`src/rtl/adam_pause_seq.sv`:
```
// adam_pause_seq
// Sequences pause and reset for one domain's set of targets. One four-phase
// domain pause handshake is turned into ordered per-target pause handshakes
// (pause ascending, resume descending). Per-target reset requests are
// serviced with the target paused around its reset pulse. After power-on
// all targets are held in reset for RST_CYCLES. Missing target acks time
// out after TIMEOUT cycles (0 = wait forever) and set a sticky err bit.
//
// Ports
//   clk            clock
//   rst_n          asynchronous active-low reset
//   dom_pause_req  domain pause request (four-phase)
//   dom_pause_ack  domain pause ack (four-phase)
//   tgt_pause_req  per-target pause request
//   tgt_pause_ack  per-target pause ack
//   tgt_rst_req    per-target single-cycle reset request pulses
//   tgt_rst        per-target active-high reset
//   err            sticky per-target ack timeout flags
//   err_clr        single-cycle pulse clearing all err bits
module adam_pause_seq #(
  parameter int NO_TGTS    = 4,
  parameter int RST_CYCLES = 4,
  parameter int TIMEOUT    = 256
) (
  input  logic               clk,
  input  logic               rst_n,
  input  logic               dom_pause_req,
  output logic               dom_pause_ack,
  output logic [NO_TGTS-1:0] tgt_pause_req,
  input  logic [NO_TGTS-1:0] tgt_pause_ack,
  input  logic [NO_TGTS-1:0] tgt_rst_req,
  output logic [NO_TGTS-1:0] tgt_rst,
  output logic [NO_TGTS-1:0] err,
  input  logic               err_clr
);

  localparam int CNT_MAX = (RST_CYCLES > TIMEOUT) ? RST_CYCLES : TIMEOUT;
  localparam int CNT_W   = $clog2(CNT_MAX + 1);
  localparam int IDX_W   = (NO_TGTS > 1) ? $clog2(NO_TGTS) : 1;

  localparam logic [CNT_W-1:0] RST_LAST = CNT_W'(RST_CYCLES - 1);
  localparam logic [CNT_W-1:0] TO_VAL   = CNT_W'(TIMEOUT);
  localparam logic [IDX_W-1:0] IDX_LAST = IDX_W'(NO_TGTS - 1);
  localparam bit               TO_EN    = (TIMEOUT != 0);

  typedef enum logic [3:0] {
    S_INIT, S_RUN, S_PAUSE, S_PAUSED, S_RST, S_RESUME,
    S_TPAUSE, S_TRST, S_TRESUME
  } state_e;

  state_e             state_q, state_d;
  logic [IDX_W-1:0]   idx_q, idx_d;
  logic [CNT_W-1:0]   cnt_q, cnt_d;
  logic [NO_TGTS-1:0] pend_q, pend_d;
  logic [NO_TGTS-1:0] err_q, err_d;
  logic [NO_TGTS-1:0] tgt_rst_q, tgt_rst_d;
  logic [NO_TGTS-1:0] tgt_pause_req_q, tgt_pause_req_d;
  logic               dom_pause_ack_q, dom_pause_ack_d;

  logic               ack_hi;
  logic               timeout;
  logic [IDX_W-1:0]   low_idx;
  logic [NO_TGTS-1:0] pend_clr;
  logic [NO_TGTS-1:0] err_set;

  function automatic logic [IDX_W-1:0] lowest_idx(input logic [NO_TGTS-1:0] v);
    lowest_idx = '0;
    for (int i = NO_TGTS - 1; i >= 0; i--) begin
      if (v[i]) lowest_idx = IDX_W'(i);
    end
  endfunction

  assign ack_hi  = tgt_pause_ack[idx_q];
  assign timeout = TO_EN && (cnt_q == TO_VAL);
  assign low_idx = lowest_idx(pend_q);

  always_comb begin
    state_d  = state_q;
    idx_d    = idx_q;
    pend_clr = '0;
    err_set  = '0;

    case (state_q)
      S_INIT: begin
        if (cnt_q == RST_LAST) state_d = S_RUN;
      end
      S_RUN: begin
        // Domain pause outranks queued single-target resets.
        if (dom_pause_req) begin
          state_d = S_PAUSE;
          idx_d   = '0;
        end else if (|pend_q) begin
          state_d = S_TPAUSE;
          idx_d   = low_idx;
        end
      end
      S_PAUSE: begin
        if (ack_hi || timeout) begin
          err_set[idx_q] = ~ack_hi;
          if (idx_q == IDX_LAST) state_d = S_PAUSED;
          else                   idx_d   = idx_q + IDX_W'(1);
        end
      end
      S_PAUSED: begin
        // Every target is already paused, so resets go straight to the pulse.
        if (|pend_q) begin
          state_d           = S_RST;
          idx_d             = low_idx;
          pend_clr[low_idx] = 1'b1;
        end else if (!dom_pause_req) begin
          state_d = S_RESUME;
          idx_d   = IDX_LAST;
        end
      end
      S_RST: begin
        if (cnt_q == RST_LAST) state_d = S_PAUSED;
      end
      S_RESUME: begin
        if (!ack_hi || timeout) begin
          err_set[idx_q] = ack_hi;
          if (idx_q == '0) state_d = S_RUN;
          else             idx_d   = idx_q - IDX_W'(1);
        end
      end
      S_TPAUSE: begin
        if (ack_hi || timeout) begin
          err_set[idx_q]  = ~ack_hi;
          pend_clr[idx_q] = 1'b1;
          state_d         = S_TRST;
        end
      end
      S_TRST: begin
        if (cnt_q == RST_LAST) state_d = S_TRESUME;
      end
      S_TRESUME: begin
        if (!ack_hi || timeout) begin
          err_set[idx_q] = ack_hi;
          state_d        = S_RUN;
        end
      end
      default: state_d = S_INIT;
    endcase

    // One counter serves both reset hold and ack timeout; any step restarts it.
    if ((state_d != state_q) || (idx_d != idx_q)) cnt_d = '0;
    else                                          cnt_d = cnt_q + CNT_W'(1);

    // A request arriving on the cycle its pending bit clears is kept.
    pend_d = (pend_q & ~pend_clr) | tgt_rst_req;
    err_d  = (err_q & ~{NO_TGTS{err_clr}}) | err_set;

    // Outputs are decoded from the next state so they leave a flop.
    tgt_rst_d       = '0;
    tgt_pause_req_d = '0;
    dom_pause_ack_d = 1'b0;
    case (state_d)
      S_INIT: begin
        tgt_rst_d       = '1;
        tgt_pause_req_d = '1;
      end
      S_PAUSE: begin
        for (int j = 0; j < NO_TGTS; j++) tgt_pause_req_d[j] = (j <= int'(idx_d));
      end
      S_PAUSED: begin
        tgt_pause_req_d = '1;
        dom_pause_ack_d = 1'b1;
      end
      S_RST: begin
        tgt_pause_req_d  = '1;
        dom_pause_ack_d  = 1'b1;
        tgt_rst_d[idx_d] = 1'b1;
      end
      S_RESUME: begin
        // Targets above idx are already released; ack holds until RUN.
        for (int j = 0; j < NO_TGTS; j++) tgt_pause_req_d[j] = (j < int'(idx_d));
        dom_pause_ack_d = 1'b1;
      end
      S_TPAUSE: begin
        tgt_pause_req_d[idx_d] = 1'b1;
      end
      S_TRST: begin
        tgt_pause_req_d[idx_d] = 1'b1;
        tgt_rst_d[idx_d]       = 1'b1;
      end
      default: ;
    endcase
  end

  always_ff @(posedge clk or negedge rst_n) begin
    if (!rst_n) begin
      state_q         <= S_INIT;
      idx_q           <= '0;
      cnt_q           <= '0;
      pend_q          <= '0;
      err_q           <= '0;
      tgt_rst_q       <= '1;
      tgt_pause_req_q <= '1;
      dom_pause_ack_q <= 1'b0;
    end else begin
      state_q         <= state_d;
      idx_q           <= idx_d;
      cnt_q           <= cnt_d;
      pend_q          <= pend_d;
      err_q           <= err_d;
      tgt_rst_q       <= tgt_rst_d;
      tgt_pause_req_q <= tgt_pause_req_d;
      dom_pause_ack_q <= dom_pause_ack_d;
    end
  end

  assign tgt_rst       = tgt_rst_q;
  assign tgt_pause_req = tgt_pause_req_q;
  assign dom_pause_ack = dom_pause_ack_q;
  assign err           = err_q;

endmodule

```
`config.mk`:
```
export PLATFORM = sky130hd
export DESIGN_NAME = adam_pause_seq
export DESIGN_NICKNAME = d
export VERILOG_FILES = /design/src/rtl/adam_pause_seq.sv
export SDC_FILE = /design/constraint.sdc
export NUM_CORES = 1
export LEC_CHECK = 0
export ABC_AREA = 1
export CAP_MARGIN = 20
export CORE_MARGIN = 5
export CORE_UTILIZATION = 46
export CTS_CLUSTER_SIZE = 30
export DETAILED_ROUTE_END_ITERATION = 12
export PLACE_DENSITY_LB_ADDON = 0.12
export SETUP_SLACK_MARGIN = 0.2
export SYNTH_ARGS = -nofsm -noshare
export SYNTH_HDL_FRONTEND = slang
export SYNTH_SLANG_ARGS = --single-unit
```
`constraint.sdc`:
```
create_clock -name clk -period 2.35 [get_ports clk]
set_clock_uncertainty 0.05 [all_clocks]
set_input_delay 0.3525 -clock clk [delete_from_list [all_inputs] [get_ports clk]]
set_output_delay 0.3525 -clock clk [all_outputs]
set_load 0.05 [all_outputs]
```
# Yosys cells after proc, flatten, opt, wreduce, memory -nomap -nowiden
# Index checks and enable logic that the tools add are counted.
# totals
elab_cells	113
inputBits	12
reg_bits	32
# classes
add_sub_neg	3
bitwise	9
reduce_logical	17
mux	45
order_cmp	12
n_eq_ne	19
# ops
operator	count
$mux W4	17
$pmux W4 S9	1
$eq A4 B3 Y1 const B	8
$mux W2	12
$pmux W4 S2	3
$and A4 B4 Y4	4
$eq A4 B2 Y1 const B	4
$pmux W4 S4	1
$add A9 B1 Y9 const B	1
$eq A9 B2 Y1 const B	1
$eq A9 B9 Y1 const B	1
$lt A2 B3 Y1 const B	3
$mux W9	1
$logic_not A4 Y1	2
$not A4 Y4	2
$or A4 B4 Y4	2
$pmux W2 S4	1
$reduce_or A2 Y1	4
$demux W1 S2	3
$ge A2 B1 Y1 const B	3
$reduce_or A3 Y1	2
$mux W1	5
$eq A4 B1 Y1 const B	1
$eq A4 B4 Y1 const B	1
other kinds (16)	22

# Depth between registers and ports, before layout
# depth
word_depth	13
mapped_depth	16
depth_no_buf	16

# Least setup slack after synthesis
# Ideal clock, no wire load.
# synth_path
kind	register to register
start	register cnt_q[0]
end	register cnt_q[0]
period_less_slack_ns	1.839
stages_incl_launch_ff	17
t_required_ns	2.228
t_arrival_ns	1.717
setup_time_ns	0.072
slack_ns	0.511
cell_sequence	dfrtp_1 -> inv_1 -> ha_1 -> nand2_1 -> nor2_1 -> nand2_2 -> nand2_2 -> nand2_1 -> nand2_1 -> inv_1 -> nand2_4 -> nand2_1 -> nand2_1 -> nand2_1 -> nor2_1 -> nand2_2 -> nor2_1
# synth_via
elab_chain_cells	7
word_cells_on_any_way	20
classes_between	add/sub: 1; eq/ne: 4; mux: 12; reduce/logical: 3
# synth_lines
element	line_no	text
start: declaration	53	logic [CNT_W-1:0] cnt_q, cnt_d;
start signal: assignment	202	cnt_q <= cnt_d;
$eq A9 B9 Y1	74	assign timeout = TO_EN && (cnt_q == TO_VAL);
$logic_or A1 B1 Y1 (on tied branches)	-	
$mux W4 (on tied branches)	-	
$pmux W4 S9 (*)	83	case (state_q)
via state_d[0]	51	state_e state_q, state_d;
$ne A4 B4 Y1 (*)	145	if ((state_d != state_q) || (idx_d != idx_q)) cnt_d = '0;
$logic_or A1 B1 Y1 (*)	145	
$mux W9 (*)	145	
via cnt_d[0]	53	
# Mark *: on every way through the listed nets, which the timed path passes. The rest lies on a longest branch.

# Worst setup path in the final report
# layout_path
start	register pend_q[2]
end	register cnt_q[0]
# layout_via
word_cells_on_any_way	16
classes_between	eq/ne: 2; mux: 12; reduce/logical: 2
# layout_lines
element	line_no	text
start: declaration	54	logic [NO_TGTS-1:0] pend_q, pend_d;
start signal: assignment	203	pend_q <= pend_d;
$reduce_or A4 Y1 (*)	92, 106	
$mux W4	92	end else if (|pend_q) begin
$mux W4	89	if (dom_pause_req) begin
$pmux W4 S9 (*)	83	
via state_d[0]	51	
$ne A4 B4 Y1 (*)	145	
$logic_or A1 B1 Y1 (*)	145	
$mux W9 (*)	145	
via cnt_d[0]	53	
# Marked as above.

==> summary.md <==
| Metric | Value |
|---|---|
| # IOs | `25` |
| Number of max-cap violations | `0` |
| Comb power frac | `a little over three fifths` |
| Vias in the first global route | `~1900` |
| Worst EP required | `about 2.5 ns` |
| Post-route cell area | `just under 0.003 sq mm` |
| Seq cells post-synth | `32` |
| Share of layout cells above drive strength 1 | `30.1%` |
| Final Routed Wirelength | `roughly 5400 um` |
| Switching power total | `around 2.0 mW` |
| Sw Share | `between 40% and 50%` |
| Post-Syn Area | `0.00214 sq mm` |
| Die Y | `between 70 and 80 um` |
| Die outline width | `78.1 um` |
| Worst-Skew Late Latency | `about 0.28 ns` |
| Clock period minus worst slack | `2.11 ns` |
| Port Buffers | `24` |
| Clock network fraction of design power | `14.8%` |
| Fillers | `roughly 400` |
| Pwr/cell area | `between 1000 and 1500 mW/mm^2` |
| R2r setup slk | `0.24 ns` |
| CTS Sinks | `32` |
| Crit path DAT | `2.27 ns` |
| Clock Path Buffers | `2` |
| Most frequent cell after synthesis | `nand2_1` |
| Synth cell types | `31` |
| Status | `finished clean` |
| Antenna violations before repair | `0` |
| Drt pass-1 iters | `5` |
| Grt peak-use layer | `met2` |
| GPL Wtd Cong | `about 0.97` |
| CTS tree | `done` |
| Antenna diode count | `0` |
| Headroom to the max-slew limit | `around 66%` |
| Pins over their slew limit | `0` |
| Root buf cell | `clkbuf_8` |
| Worst-Margin Slew | `between 0.5 and 0.6 ns` |
| Synth cell count leaders | `85 x nand2_1, 48 x nor2_1, 38 x inv_1, 34 x nand3_1, 24 x dfrtp_1` |
| CTS clk-pin slew, worst paths | `approximately 0.070 ns` |
| Synthesis Warnings | `0` |
| Overall routing resource usage | `between 15 and 20%` |
| DIE AREA | `0.00611 sq mm` |
| DR iter-0 viols | `118` |
| First-pass GRT wire length | `~8600 um` |
| Reg2reg start | `pend_q[2]$_DFF_PN0_` |
| Vias/cell | `approximately 5.2` |
| H-tree depth | `2` |
| Asr flop ratio synth | `100%` |
| Routed len/inst | `13.2 um` |
| Largest net degree at the start of global routing | `33` |
| Top_reg_cell synth | `dfrtp_1` |
| HPWL after DPL | `around 3800 um` |
| Part of the power in registers | `between 20% and 30%` |
| Fin crit share | `approximately 90%` |
| Finish-stage setup viols | `0` |
| Dpl cell area | `between 0.002 and 0.0025 sq mm` |
| Crit path launch type | `flop` |
| Crit path launch | `pend_q[2]$_DFF_PN0_` |
| IR drop worst, VDD | `~0.82 mV` |
| Syn avg cell area | `around 7 sq um` |
| Final setup TNS | `0 ns` |
| EDFF count, synth | `0` |
| CP Capture Point | `cnt_q[0]$_DFF_PN0_` |
| Global-route track usage on met2 | `between 20 and 30%` |
| DRC violations left | `0` |
| Setup crit end kind | `flop` |
| GRT overflow | `0` |
| P_leak | `about 1.3 nW` |
| Final Hold Vio Count | `0` |
| Routing usage on met1 | `23.2%` |
| Synth area leaders | `dfrtp_1 28%, nand2_1 15%, dfstp_2 9.8%, nor2_1 8.4%, nand3_1 8.0%` |
| Syn Nets | `around 330` |
| Net count, final | `roughly 370` |
| Sequential cell area fraction in the yosys report | `between 30% and 40%` |
| Cells after synthesis | `a little over 300` |
| Proportion of netlist area held by the largest area contributor | `between 20% and 30%` |
| Std-Cell Rows | `24` |
| Worst Reg-to-Reg Cells | `13` |
| Max FO, Critical Path | `7` |
| Met3 usage | `4.23%` |
| Post-route ant nets | `0` |
| Peak Freq | `around 470 MHz` |
| Reg2reg end | `cnt_q[0]$_DFF_PN0_` |
| Unrepaired setup endpoints after global routing | `false` |
| Layout area overhead | `36.1%` |
| Initial Util | `roughly half` |
| Worst Hold Class | `primary input to async pin` |
| Via count | `between 2000 and 2500` |
| Cell-internal power | `1.97 mW` |
| Largest area contributor in the netlist | `dfrtp_1` |
| CTS Buf Count | `5` |
| Crit Path Class | `flop to flop` |
| Std-Cell Core Area | `0.00444 sq mm` |
-- how the worst min path moves through the flow --
stage / end / cells past startpoint / startpoint / slack [ns]
final: pend_q[1]$_DFF_PN0_ / 2 / rst_n / 0.41
after global placement: cnt_q[0]$_DFF_PN0_ / 1 / cnt_q[0]$_DFF_PN0_ / 0.40
after CTS: cnt_q[0]$_DFF_PN0_ / 1 / cnt_q[0]$_DFF_PN0_ / 0.42
after detailed placement: cnt_q[0]$_DFF_PN0_ / 1 / cnt_q[0]$_DFF_PN0_ / 0.42
after floorplan: cnt_q[0]$_DFF_PN0_ / 0 / rst_n / 0.007
after global routing: cnt_q[7]$_DFF_PN0_ / 2 / rst_n / 0.45
-- cell usage in the layout, fill, tap and decap left out, types with 2 or more instances in the layout --
cell / instances
dfrtp_2: 4
nand2_2: 13
nor2_2: 15
inv_1: 33
nor3_1: 4
nand2_4: 9
ha_4: 2
a21oi_1: 2
o21bai_1: 2
o21ai_0: 8
inv_2: 9
xor2_1: 6
o21ai_1: 3
nor2_4: 10
o221ai_1: 2
nand3_1: 29
nand4_1: 5
nand3_2: 5
dfrtp_1: 20
a31o_2: 2
buf_4: 17
clkdlybuf4s50_1: 24
nand2_1: 77
nor2_1: 30
dfstp_2: 8
clkbuf_8: 7
-- worst max-delay path, cell delays in order (launching register included) --
cell and delay (ns):
dfrtp_1 0.42, nor2_2 0.17, inv_1 0.08, nor2_2 0.15, inv_1 0.09, nor3_1 0.28
nor2_2 0.10, nand2_4 0.13, nand2_2 0.06, nand2_2 0.06, nand2_2 0.05, nor2_4 0.16
nand2_4 0.11, nor2_2 0.11
-- metal layers --
metal  part of all wire (%)  vias up
met5                      0        -
met4                    1.3        0
met3                    5.7       11
met2                     46       75
met1                     47      985
li1                       -     1081
-- stage by stage --
step                hold WS (ns)  instances  setup WS (ns)  power, mW  util (%)
floorplan                0.00691        311          0.511       2.31         -
global placement           0.400        391          0.104       2.78      55.4
detailed placement         0.417        391         0.0651       2.79      55.4
CTS                        0.423        400          0.211       3.51      59.3
global route               0.445        411          0.122       4.22      65.4
finish                     0.415        411          0.242       3.93      65.4
-- area by class of cell --
type,instances,area (sq um),area share (%)
clock buffers,7,96.3,3.31
clock inverters,1,30.0,1.03
inverters,43,164,5.64
multi-input cells,234,1350,46.4
flip-flops and latches,32,816,28.1
well taps,52,65.1,2.24
repair buffers,42,388,13.3
-- cell families (layout without fill, tap and decap cells) --
| group | count (synthesis) | after routing | share of synthesized area, % |
|---|---|---|---|
| AO/OA/AOI/OAI | 24 | 24 | 7.09 |
| XOR/XNOR | 7 | 7 | 2.87 |
| adder cells (fa/ha/maj) | 2 | 2 | 1.17 |
| buffers and inverters | 46 | 93 | 8.96 |
| flip-flops | 32 | 32 | 38.0 |
| AND/OR/NAND/NOR | 200 | 201 | 41.9 |
-- flip-flops by register name, summed over array words and instances (netlist names) --
name           count
state_q            4
dom_pause_ack      1
tgt_pause_req      4
tgt_rst            4
err                4
pend_q             4
cnt_q              9
idx_q              2
-- power by group through the flow --
stage,Sequential [mW],Combinational [mW],Clock [mW]
floorplan,1.12,1.19,0
global placement,0.861,1.92,0
detailed placement,0.865,1.92,0
CTS,0.855,2.06,0.590
global route,0.897,2.70,0.621
finish,0.874,2.47,0.580
-- timing repair --
item | 4_1_cts | 5_1_grt
buffers inserted | 0 | 11
pin swaps | 3 | 13
gates resized for setup | 11 | 56
hold buffers | 0 | 0
endpoints found under the setup margin | 15 | 17
cloned | 1 | 0
Power figures use the tool's default switching activity.
